[src/rtl/cpu_pkg.sv]
// Shared definitions for the 8-bit CPU control path: opcodes, ALU op
// encodings, T-state numbers and the control word that the microcode
// decoder produces.
package cpu_pkg;

  // Instruction opcodes (IR[7:4]); 11..13 are undefined
  localparam logic [3:0] OP_NOP = 4'd0;
  localparam logic [3:0] OP_LDA = 4'd1;
  localparam logic [3:0] OP_ADD = 4'd2;
  localparam logic [3:0] OP_SUB = 4'd3;
  localparam logic [3:0] OP_STA = 4'd4;
  localparam logic [3:0] OP_LDI = 4'd5;
  localparam logic [3:0] OP_JMP = 4'd6;
  localparam logic [3:0] OP_JC  = 4'd7;
  localparam logic [3:0] OP_JZ  = 4'd8;
  localparam logic [3:0] OP_SHL = 4'd9;
  localparam logic [3:0] OP_SHR = 4'd10;
  localparam logic [3:0] OP_OUT = 4'd14;
  localparam logic [3:0] OP_HLT = 4'd15;

  // ALU operation select, shared with the ALU
  localparam logic [1:0] ALU_ADD = 2'b00;
  localparam logic [1:0] ALU_SUB = 2'b01;
  localparam logic [1:0] ALU_SLL = 2'b10;
  localparam logic [1:0] ALU_SRL = 2'b11;

  // T-state numbers; callers size them to their step counter width
  localparam int unsigned T0 = 0;
  localparam int unsigned T1 = 1;
  localparam int unsigned T2 = 2;
  localparam int unsigned T3 = 3;
  localparam int unsigned T4 = 4;

  // One microinstruction worth of datapath control lines.
  // flags_load never leaves the control unit; it strobes the flag register.
  typedef struct packed {
    logic       pc_out;
    logic       pc_inc;
    logic       pc_load;
    logic       mar_load;
    logic       ram_out;
    logic       ram_in;
    logic       ir_load;
    logic       ir_out;
    logic       a_load;
    logic       a_out;
    logic       b_load;
    logic       alu_out;
    logic       out_load;
    logic       flags_load;
    logic [1:0] alu_op;
  } ctrl_t;

  localparam ctrl_t CTRL_NONE = '0;

  // True for step values the sequencer can legally reach from reset
  function automatic logic step_is_legal(input int unsigned s);
    return (s <= T4);
  endfunction

endpackage : cpu_pkg

[src/rtl/cpu_control_unit_if.sv]
// Bundle of run/opcode/ALU-status inputs and datapath control outputs of
// the CPU control unit. master = control unit side, slave = datapath side.
interface cpu_control_unit_if #(
  parameter int StepBits = 3
);

  logic                enable;
  logic [3:0]          opcode;
  logic                alu_carry;
  logic                alu_zero;

  logic                pc_out;
  logic                pc_inc;
  logic                pc_load;
  logic                mar_load;
  logic                ram_out;
  logic                ram_in;
  logic                ir_load;
  logic                ir_out;
  logic                a_load;
  logic                a_out;
  logic                b_load;
  logic                alu_out;
  logic [1:0]          alu_op;
  logic                out_load;
  logic                flag_carry;
  logic                flag_zero;
  logic                halted;
  logic [StepBits-1:0] step;

  modport master (
    input  enable, opcode, alu_carry, alu_zero,
    output pc_out, pc_inc, pc_load, mar_load, ram_out, ram_in, ir_load,
           ir_out, a_load, a_out, b_load, alu_out, alu_op, out_load,
           flag_carry, flag_zero, halted, step
  );

  modport slave (
    output enable, opcode, alu_carry, alu_zero,
    input  pc_out, pc_inc, pc_load, mar_load, ram_out, ram_in, ir_load,
           ir_out, a_load, a_out, b_load, alu_out, alu_op, out_load,
           flag_carry, flag_zero, halted, step
  );

endinterface : cpu_control_unit_if

[src/rtl/cpu_control_decode.sv]
// Microcode ROM of the CPU written as combinational logic: maps the current
// T-state, opcode and flags to a control word, an end-of-instruction bit and
// a halt request. No state lives here.
module cpu_control_decode
  import cpu_pkg::*;
#(
  parameter int StepBits        = 3,
  parameter bit HaltOnUndefined = 1'b0
) (
  input  logic [StepBits-1:0] step_i,
  input  logic [3:0]          opcode_i,
  input  logic                flag_carry_i,
  input  logic                flag_zero_i,
  output ctrl_t               ctrl_o,
  output logic                end_o,
  output logic                halt_o
);

  // Microinstruction lookup by T-state, then by opcode once past fetch
  always_comb begin
    ctrl_o = CTRL_NONE;
    end_o  = 1'b0;
    halt_o = 1'b0;

    case (step_i)
      StepBits'(T0): begin
        ctrl_o.pc_out   = 1'b1;
        ctrl_o.mar_load = 1'b1;
      end

      StepBits'(T1): begin
        ctrl_o.ram_out = 1'b1;
        ctrl_o.ir_load = 1'b1;
        ctrl_o.pc_inc  = 1'b1;
      end

      StepBits'(T2): begin
        case (opcode_i)
          OP_NOP: end_o = 1'b1;
          OP_LDA, OP_ADD, OP_SUB, OP_STA: begin
            // Operand address from IR low nibble into MAR
            ctrl_o.ir_out   = 1'b1;
            ctrl_o.mar_load = 1'b1;
          end
          OP_LDI: begin
            ctrl_o.ir_out = 1'b1;
            ctrl_o.a_load = 1'b1;
            end_o         = 1'b1;
          end
          OP_JMP: begin
            ctrl_o.ir_out  = 1'b1;
            ctrl_o.pc_load = 1'b1;
            end_o          = 1'b1;
          end
          OP_JC: begin
            ctrl_o.ir_out  = 1'b1;
            ctrl_o.pc_load = flag_carry_i;
            end_o          = 1'b1;
          end
          OP_JZ: begin
            ctrl_o.ir_out  = 1'b1;
            ctrl_o.pc_load = flag_zero_i;
            end_o          = 1'b1;
          end
          OP_SHL: begin
            ctrl_o.alu_out    = 1'b1;
            ctrl_o.a_load     = 1'b1;
            ctrl_o.flags_load = 1'b1;
            ctrl_o.alu_op     = ALU_SLL;
            end_o             = 1'b1;
          end
          OP_SHR: begin
            ctrl_o.alu_out    = 1'b1;
            ctrl_o.a_load     = 1'b1;
            ctrl_o.flags_load = 1'b1;
            ctrl_o.alu_op     = ALU_SRL;
            end_o             = 1'b1;
          end
          OP_OUT: begin
            ctrl_o.a_out    = 1'b1;
            ctrl_o.out_load = 1'b1;
            end_o           = 1'b1;
          end
          OP_HLT: begin
            halt_o = 1'b1;
            end_o  = 1'b1;
          end
          default: begin
            // Undefined opcodes: either a NOP or a HLT, chosen at build time
            halt_o = HaltOnUndefined;
            end_o  = 1'b1;
          end
        endcase
      end

      StepBits'(T3): begin
        case (opcode_i)
          OP_LDA: begin
            ctrl_o.ram_out = 1'b1;
            ctrl_o.a_load  = 1'b1;
            end_o          = 1'b1;
          end
          OP_ADD, OP_SUB: begin
            ctrl_o.ram_out = 1'b1;
            ctrl_o.b_load  = 1'b1;
          end
          OP_STA: begin
            ctrl_o.a_out  = 1'b1;
            ctrl_o.ram_in = 1'b1;
            end_o         = 1'b1;
          end
          // Only reachable if the opcode changes mid-instruction: recover to fetch
          default: end_o = 1'b1;
        endcase
      end

      StepBits'(T4): begin
        case (opcode_i)
          OP_ADD, OP_SUB: begin
            ctrl_o.alu_out    = 1'b1;
            ctrl_o.a_load     = 1'b1;
            ctrl_o.flags_load = 1'b1;
            ctrl_o.alu_op     = (opcode_i == OP_SUB) ? ALU_SUB : ALU_ADD;
          end
          default: ;
        endcase
        // T4 is always the last state
        end_o = 1'b1;
      end

      default: ;
    endcase
  end

endmodule : cpu_control_decode

[src/rtl/cpu_control_unit.sv]
// CPU control unit: owns the T-state counter, the carry/zero flag register
// and the halt latch, and gates the decoded control word onto the datapath.
module cpu_control_unit
  import cpu_pkg::*;
#(
  parameter int StepBits        = 3,
  parameter bit HaltOnUndefined = 1'b0
) (
  input  logic               clk,
  input  logic               reset,
  cpu_control_unit_if.master bus
);

  logic [StepBits-1:0] step_q, step_d;
  logic                halted_q, halted_d;
  logic                carry_q, carry_d;
  logic                zero_q, zero_d;

  ctrl_t dec_ctrl;
  ctrl_t out_ctrl;
  logic  dec_end;
  logic  dec_halt;
  logic  step_legal;
  logic  run;

  cpu_control_decode #(
    .StepBits        (StepBits),
    .HaltOnUndefined (HaltOnUndefined)
  ) u_decode (
    .step_i       (step_q),
    .opcode_i     (bus.opcode),
    .flag_carry_i (carry_q),
    .flag_zero_i  (zero_q),
    .ctrl_o       (dec_ctrl),
    .end_o        (dec_end),
    .halt_o       (dec_halt)
  );

  assign step_legal = step_is_legal(32'(step_q));

  // The sequencer advances only when enabled, not halted and not in reset
  assign run = bus.enable && !halted_q && !reset;

  // Next-state: step advance/wrap, halt entry, flag capture
  always_comb begin
    step_d   = step_q;
    halted_d = halted_q;
    carry_d  = carry_q;
    zero_d   = zero_q;

    if (!step_legal) begin
      // Unreachable step value: fall back to fetch regardless of enable
      step_d = '0;
    end else if (run) begin
      if (dec_halt) begin
        halted_d = 1'b1;
        step_d   = '0;
      end else if (dec_end) begin
        step_d = '0;
      end else begin
        step_d = step_q + StepBits'(1);
      end

      if (dec_ctrl.flags_load) begin
        carry_d = bus.alu_carry;
        zero_d  = bus.alu_zero;
      end
    end
  end

  // State registers with synchronous reset
  always_ff @(posedge clk) begin
    if (reset) begin
      step_q   <= '0;
      halted_q <= 1'b0;
      carry_q  <= 1'b0;
      zero_q   <= 1'b0;
    end else begin
      step_q   <= step_d;
      halted_q <= halted_d;
      carry_q  <= carry_d;
      zero_q   <= zero_d;
    end
  end

  // Control lines are silenced whenever the sequencer is not running
  always_comb begin
    out_ctrl = CTRL_NONE;
    if (run) begin
      out_ctrl = dec_ctrl;
    end
  end

  assign bus.pc_out     = out_ctrl.pc_out;
  assign bus.pc_inc     = out_ctrl.pc_inc;
  assign bus.pc_load    = out_ctrl.pc_load;
  assign bus.mar_load   = out_ctrl.mar_load;
  assign bus.ram_out    = out_ctrl.ram_out;
  assign bus.ram_in     = out_ctrl.ram_in;
  assign bus.ir_load    = out_ctrl.ir_load;
  assign bus.ir_out     = out_ctrl.ir_out;
  assign bus.a_load     = out_ctrl.a_load;
  assign bus.a_out      = out_ctrl.a_out;
  assign bus.b_load     = out_ctrl.b_load;
  assign bus.alu_out    = out_ctrl.alu_out;
  assign bus.alu_op     = out_ctrl.alu_op;
  assign bus.out_load   = out_ctrl.out_load;
  assign bus.flag_carry = carry_q;
  assign bus.flag_zero  = zero_q;
  assign bus.halted     = halted_q;
  assign bus.step       = step_q;

endmodule : cpu_control_unit

[src/flat_wrapper.sv]
// flat-port wrapper written by rule: the top's interface ports become plain ports
module cpu_control_unit_flat import cpu_pkg::*;
#(
  parameter int StepBits        = 3,
  parameter bit HaltOnUndefined = 1'b0
)
  (clk, reset, bus_enable, bus_opcode, bus_alu_carry, bus_alu_zero, bus_pc_out, bus_pc_inc, bus_pc_load, bus_mar_load, bus_ram_out, bus_ram_in, bus_ir_load, bus_ir_out, bus_a_load, bus_a_out, bus_b_load, bus_alu_out, bus_alu_op, bus_out_load, bus_flag_carry, bus_flag_zero, bus_halted, bus_step);
  cpu_control_unit_if #(.StepBits(StepBits)) bus_i ();
  input  logic clk;
  input  logic reset;
  input wire logic [$bits(bus_i.enable)-1:0] bus_enable;
  input wire logic [$bits(bus_i.opcode)-1:0] bus_opcode;
  input wire logic [$bits(bus_i.alu_carry)-1:0] bus_alu_carry;
  input wire logic [$bits(bus_i.alu_zero)-1:0] bus_alu_zero;
  output wire logic [$bits(bus_i.pc_out)-1:0] bus_pc_out;
  output wire logic [$bits(bus_i.pc_inc)-1:0] bus_pc_inc;
  output wire logic [$bits(bus_i.pc_load)-1:0] bus_pc_load;
  output wire logic [$bits(bus_i.mar_load)-1:0] bus_mar_load;
  output wire logic [$bits(bus_i.ram_out)-1:0] bus_ram_out;
  output wire logic [$bits(bus_i.ram_in)-1:0] bus_ram_in;
  output wire logic [$bits(bus_i.ir_load)-1:0] bus_ir_load;
  output wire logic [$bits(bus_i.ir_out)-1:0] bus_ir_out;
  output wire logic [$bits(bus_i.a_load)-1:0] bus_a_load;
  output wire logic [$bits(bus_i.a_out)-1:0] bus_a_out;
  output wire logic [$bits(bus_i.b_load)-1:0] bus_b_load;
  output wire logic [$bits(bus_i.alu_out)-1:0] bus_alu_out;
  output wire logic [$bits(bus_i.alu_op)-1:0] bus_alu_op;
  output wire logic [$bits(bus_i.out_load)-1:0] bus_out_load;
  output wire logic [$bits(bus_i.flag_carry)-1:0] bus_flag_carry;
  output wire logic [$bits(bus_i.flag_zero)-1:0] bus_flag_zero;
  output wire logic [$bits(bus_i.halted)-1:0] bus_halted;
  output wire logic [$bits(bus_i.step)-1:0] bus_step;
  assign bus_i.enable = bus_enable;
  assign bus_i.opcode = bus_opcode;
  assign bus_i.alu_carry = bus_alu_carry;
  assign bus_i.alu_zero = bus_alu_zero;
  assign bus_pc_out = bus_i.pc_out;
  assign bus_pc_inc = bus_i.pc_inc;
  assign bus_pc_load = bus_i.pc_load;
  assign bus_mar_load = bus_i.mar_load;
  assign bus_ram_out = bus_i.ram_out;
  assign bus_ram_in = bus_i.ram_in;
  assign bus_ir_load = bus_i.ir_load;
  assign bus_ir_out = bus_i.ir_out;
  assign bus_a_load = bus_i.a_load;
  assign bus_a_out = bus_i.a_out;
  assign bus_b_load = bus_i.b_load;
  assign bus_alu_out = bus_i.alu_out;
  assign bus_alu_op = bus_i.alu_op;
  assign bus_out_load = bus_i.out_load;
  assign bus_flag_carry = bus_i.flag_carry;
  assign bus_flag_zero = bus_i.flag_zero;
  assign bus_halted = bus_i.halted;
  assign bus_step = bus_i.step;
  cpu_control_unit #(.StepBits(StepBits), .HaltOnUndefined(HaltOnUndefined)) u_core (.clk(clk), .reset(reset), .bus(bus_i));
endmodule
[config.mk]
export PLATFORM = sky130hd
export DESIGN_NAME = cpu_control_unit_flat
export DESIGN_NICKNAME = d
export VERILOG_FILES = /design/src/rtl/cpu_pkg.sv /design/src/rtl/cpu_control_unit_if.sv /design/src/rtl/cpu_control_decode.sv /design/src/rtl/cpu_control_unit.sv /design/src/flat_wrapper.sv
export SDC_FILE = /design/constraint.sdc
export NUM_CORES = 1
export LEC_CHECK = 0
export CORE_UTILIZATION = 37
export DETAILED_ROUTE_END_ITERATION = 10
export PLACE_DENSITY = 0.8
export SLEW_MARGIN = 20
export SYNTH_ARGS = -nofsm -noshare
export SYNTH_HDL_FRONTEND = slang
export SYNTH_SLANG_ARGS = --single-unit
[constraint.sdc]
create_clock -name clk -period 2.2 [get_ports clk]
set_input_delay 0.66 -clock clk [delete_from_list [all_inputs] [get_ports clk]]
set_output_delay 0.66 -clock clk [all_outputs]
set_load 0.005 [all_outputs]
# After elaboration in Yosys (flattened, before gate mapping)
# Index checks and enable logic that the tools add are counted.
dict set report totals {
  inputBits 9
  reg_bits 6
  word_cells 71
}
dict set report classes {
  bitwise_logic 1
  add_sub_neg 1
  n_lt_le_gt_ge 1
  n_reduce_logical 14
  n_eq_ne 16
  muxes 34
}
# operator count
set ops {}
lappend ops {{$mux 1} 21}
lappend ops {{$eq 4x4->1 const B} 5}
lappend ops {{$eq 4x3->1 const B} 4}
lappend ops {{$mux 16} 1}
lappend ops {{$pmux 3 s2} 2}
lappend ops {{$mux 3} 3}
lappend ops {{$pmux 1 s3} 3}
lappend ops {{$eq 4x2->1 const B} 2}
lappend ops {{$pmux 1 s2} 4}
lappend ops {{$reduce_or 8->1} 1}
lappend ops {{$eq 3x2->1 const B} 2}
lappend ops {{$reduce_and 3->1} 2}
lappend ops {{$reduce_or 2->1} 3}
lappend ops {{$reduce_or 3->1} 2}
lappend ops {{$eq 4x1->1 const B} 1}
lappend ops {{$reduce_or 4->1} 1}
lappend ops {{$add 3x1->3 const B} 1}
lappend ops {{$eq 3x1->1 const B} 1}
lappend ops {{$eq 3x3->1 const B} 1}
lappend ops {{$le 3x3->1 const B} 1}
lappend ops {{$logic_not 3->1} 1}
lappend ops {{$logic_and 1x1->1} 2}
lappend ops {{$logic_not 1->1} 2}
lappend ops {{$not 1->1} 1}

# Depth between registers and ports, before layout
dict set report logic_depth {
  depth_word 6
  depth_mapped 6
  mapped_depth_nobuf 6
}

# Cells and area by module
# From an unflattened synthesis, not the netlist that was laid out.
dict set report unflattened {
  cells_unflattened 109
  hier_area_um2 889.6
}
# mod area_per_inst_um2 cells_per_inst instances seq_area_each_um2
set modules_own_cells {}
lappend modules_own_cells {cpu_control_unit 452.9 49 1 120.1}
lappend modules_own_cells {cpu_control_decode 436.7 60 1 0.0}

# Worst setup path before layout
# OpenSTA, ideal clock, no wires.
dict set report synth_timing {
  path_type {input-to-output}
  from {input bus_opcode[1]}
  to {output bus_a_load}
  slack_ns -0.102
  arrival_ns 1.642
  cell_stages 5
  cell_sequence {buf_6 > or3b_4 > o32a_2 > o31a_2 > nor3_2}
}
dict set report synth_via {
  elab_chain_len 5
}
# element line
set synth_lines {}
lappend synth_lines {{from (decl)} flat_wrapper.sv:12} ;# input wire logic [$bits(bus_i.opcode)-1:0] bus_opcode;
lappend synth_lines {{$eq 4x4->1 (tied with other cells)} cpu_control_decode.sv:38} ;# case (opcode_i)
lappend synth_lines {{$reduce_or 3->1 (no source line) / $reduce_or 2->1 (equally long branches)} --}
lappend synth_lines {{$mux 1 (on tied branches)} {cpu_control_decode.sv:38, cpu_control_decode.sv:118}}
lappend synth_lines {{$pmux 1 s3 (*)} cpu_control_decode.sv:25} ;# case (step_i)
lappend synth_lines {{$mux 16 (*)} cpu_control_unit.sv:89} ;# if (run) begin
lappend synth_lines {{to (decl)} flat_wrapper.sv:23} ;# output wire logic [$bits(bus_i.a_load)-1:0] bus_a_load;
# Mark *: on every way between the ends. The rest lies on a longest branch, timed or not.

# Worst setup path after layout
dict set report layout_timing {
  from {register u_core.step_q[0] (netlist: u_core.bus.step[0])}
  to {output bus_mar_load}
}
dict set report layout_via {
  elab_chain_len 3
}
# element line
set layout_lines {}
lappend layout_lines {{from (decl)} cpu_control_unit.sv:14} ;# logic [StepBits-1:0] step_q, step_d;
lappend layout_lines {{from (signal assigned)} cpu_control_unit.sv:79} ;# step_q <= step_d;
lappend layout_lines {{$eq 3x2->1 / $logic_not 3->1 (equally long branches)} cpu_control_decode.sv:25}
lappend layout_lines {{$pmux 1 s2 (*)} cpu_control_decode.sv:25}
lappend layout_lines {{$mux 16 (*)} cpu_control_unit.sv:89}
lappend layout_lines {{to (decl)} flat_wrapper.sv:18} ;# output wire logic [$bits(bus_i.mar_load)-1:0] bus_mar_load;
# Marked as above.

==> summary.txt <==
Min cycle time layout: 2620 ps
Mapped Nets: 98
Vias per inst: 6.38
Syn avg cell area: 8.01 um2
DIE AREA: 1990 um2
Clk buf depth: 2
Period utilisation layout: 119%
Input/output buffers: 29
Hpwl dp: 1900 um
Drt total wl: 5030 um
Number of nets in the layout: 189
LEAKAGE: 0.802 nW
1st-iter DRT viols: 73
Met3 Usage GRT: 13.5%
Pin count of the biggest net entering global routing: 8
Hold Path Class: flip-flop to flip-flop
Skew-Pair Late Insertion Delay: 280 ps
Violated checks: negative setup slack
DRC viols: 0
H-tree levels: 1
EDFF count, synth: 0
Max-slew headroom: 59.3%
Clock-pin slew on the worst setup and hold paths: 60 ps
FF+latch area: 123 um2
Final instance area: 1670 um2
Pwr Density: 353 nW/um2
Final ANT Viol Nets: 0
Global Route Usage Sum: 40.7%
Number of diodes: 0
# IOs: 30
Vias in the first global route: 1120
Overflow after GRT: 0
Worst Hold Depth: 2
Cells after synthesis: 84
CP Class: flip-flop to output port
Fmax: 0.382 GHz
WP data required: 1540 ps
Fill count: 21
Seq/Total Area, Yosys: 17.8%
Slew Viols, Final: 0
GRT met1 Usage: 45.3%
Number of max-cap violations: 0
Async S/R FF share, synth: 0%
Clk_skew: 16.4 ps
Synth unique cells: 38
Count of clock tree sinks: 6
Die Span Y: 44.7 um
Initial antenna violation count: 0
Maximum VDD drop: 328 uV
Tightest Pin Transition: 610 ps
Crit start category: flip-flop
GR peak layer: met2
R2R cell count: 10
Placed Instances: 168
Routed length per instance: 25.4 um
Crit-path max FO: 3
Core ar.: 1710 um2
Multi-input logic area: 663 um2
Flops & latches, synth: 6
Drt first pass iters: 4
Nature of the critical path endpoint: output port
Site Rows: 15
CTS Buf Count: 3
Crit path DAT: 1960 ps
TritonCTS clock tree: done
GP Congestion: 0.767
Initial Utilization: 39.4%
Post-place setup slack: -1050 ps
First-pass GRT wire length: 5690 um
Yosys warning total: 0
RSZ-0062 raised after global routing: yes
Final Hold Fails: 0
Top FF cell, synth: dfxtp_1
Routing usage on met2: 71.2%
Worst hold margin: 533 ps
Outcome: complete, but fails checks
Placed inst area: 1250 um2
DIE WIDTH: 44.7 um
Final setup violation count: 18
Final cell count without fillers: 198
Area Growth Syn to Fin: 148%
Synthesized area: 673 um2
Share of layout cells above drive strength 1: 70.5%
Vias: 1264
Setup ws final: -416 ps
CTS root buf: clkbuf_4
## cells in the mapped netlist (2+ instances only)
master	n	area share, %
buf_2	3	2.2
a31oi_1	3	2.8
dfxtp_1	6	18
a21oi_1	2	1.5
o41ai_1	2	2.6
nand2b_1	2	1.9
nor2b_1	2	1.9
nor2_1	8	4.5
inv_1	6	3.3
o31ai_1	5	5.6
ha_1	5	9.3
o21ai_0	2	1.5
nand2_1	10	5.6
nand3_1	3	2.2
nor3_1	2	1.5
## through the flow
| stage | power (mW) | util, % | TNS, ps |
|---|---|---|---|
| 2_1_floorplan | 0.209 | - | -52.7 |
| 3_3_place_gp | 0.314 | 73.3 | -14420 |
| 3_5_place_dp | 0.322 | 73.3 | -15310 |
| 4_1_cts | 0.504 | 92.2 | -2760 |
| 5_1_grt | 0.601 | 97.7 | -5020 |
| 6_report | 0.588 | 97.7 | -4380 |
## worst paths after layout
path	end	slack, ps	startpoint
setup / recovery	bus_mar_load	-420	u_core.bus.step[0]$_SDFFE_PP0P_
setup reg to reg	u_core.bus.step[0]$_SDFFE_PP0P_	-30	u_core.bus.step[0]$_SDFFE_PP0P_
hold / removal	u_core.bus.flag_zero$_SDFFE_PP0P_	530	u_core.bus.flag_zero$_SDFFE_PP0P_
hold reg to reg	u_core.bus.flag_zero$_SDFFE_PP0P_	530	u_core.bus.flag_zero$_SDFFE_PP0P_
## worst max-delay path, cell delays in order, from the launching register on
cell     delay, ps
dfxtp_2        340
inv_2          100
ha_4           170
nor2b_4        180
nand2_2        100
buf_4          160
buf_6          110
o41ai_2        350
buf_2          190
## state kept, by name, indices dropped and copies added (netlist names)
register / count
u_core.bus.flag_zero: 1
u_core.bus.halted: 1
u_core.bus.step: 3
u_core.bus.flag_carry: 1
## final cells by class
class / instances / share of cell area, %
flip-flops and latches: 6 / 7.35
inverters: 6 / 1.50
clock buffers: 3 / 1.35
well taps: 25 / 1.88
repair buffers: 92 / 48.2
multi-input cells: 66 / 39.8
## metal layers
metal | up-vias | share of wire (%)
met5 | - | 0
met4 | 0 | 11
met3 | 64 | 9.2
met2 | 132 | 46
met1 | 579 | 34
li1 | 489 | -
## timing repair
action,in CTS,in global routing
resized for setup,137,20
hold buffers,0,0
endpoints found under the setup margin,18,15
setup buffers,24,9
pin swaps,18,11
endpoints found under the hold margin,0,0
## where the power goes
part	total, mW	internal (mW)	switching, mW	leakage, nW
sequential	0.124	0.116	0.00791	0.0494
combinational	0.341	0.183	0.158	0.739
clock	0.123	0.0630	0.0601	0.0138
total	0.588	0.362	0.226	0.802
## logic make-up (layout without fill, tap and decap cells)
kind of cell    after synthesis  count (layout)  synth area share [%]
compound gates               21              21                  23.1
xor+xnor                      2               2                  2.60
fa+ha+maj                     5               5                  9.29
buf+inv                      12             101                  8.92
flops                         6               6                  17.8
mux                           1               1                  1.49
simple gates                 37              37                  36.8
## cell usage in the layout, fill, tap and decap left out, types with 2 or more instances in the layout
cell type and instances:
clkdlybuf4s50_1 8, dfxtp_2 2, nor2_1 5, dfxtp_1 4, buf_6 28, inv_2 2, nor3_2 2, o41ai_2 2
a31oi_1 3, clkbuf_4 3, buf_4 43, ha_4 3, nand2b_1 2, nand2_2 3, inv_1 3, a21oi_1 2
nand2_4 3, nor2_4 3, buf_8 2, o21ai_0 2, nand3_1 3, or3b_4 2, buf_2 11, nand2_1 4
o31ai_1 5
Power figures use the tool's default switching activity.
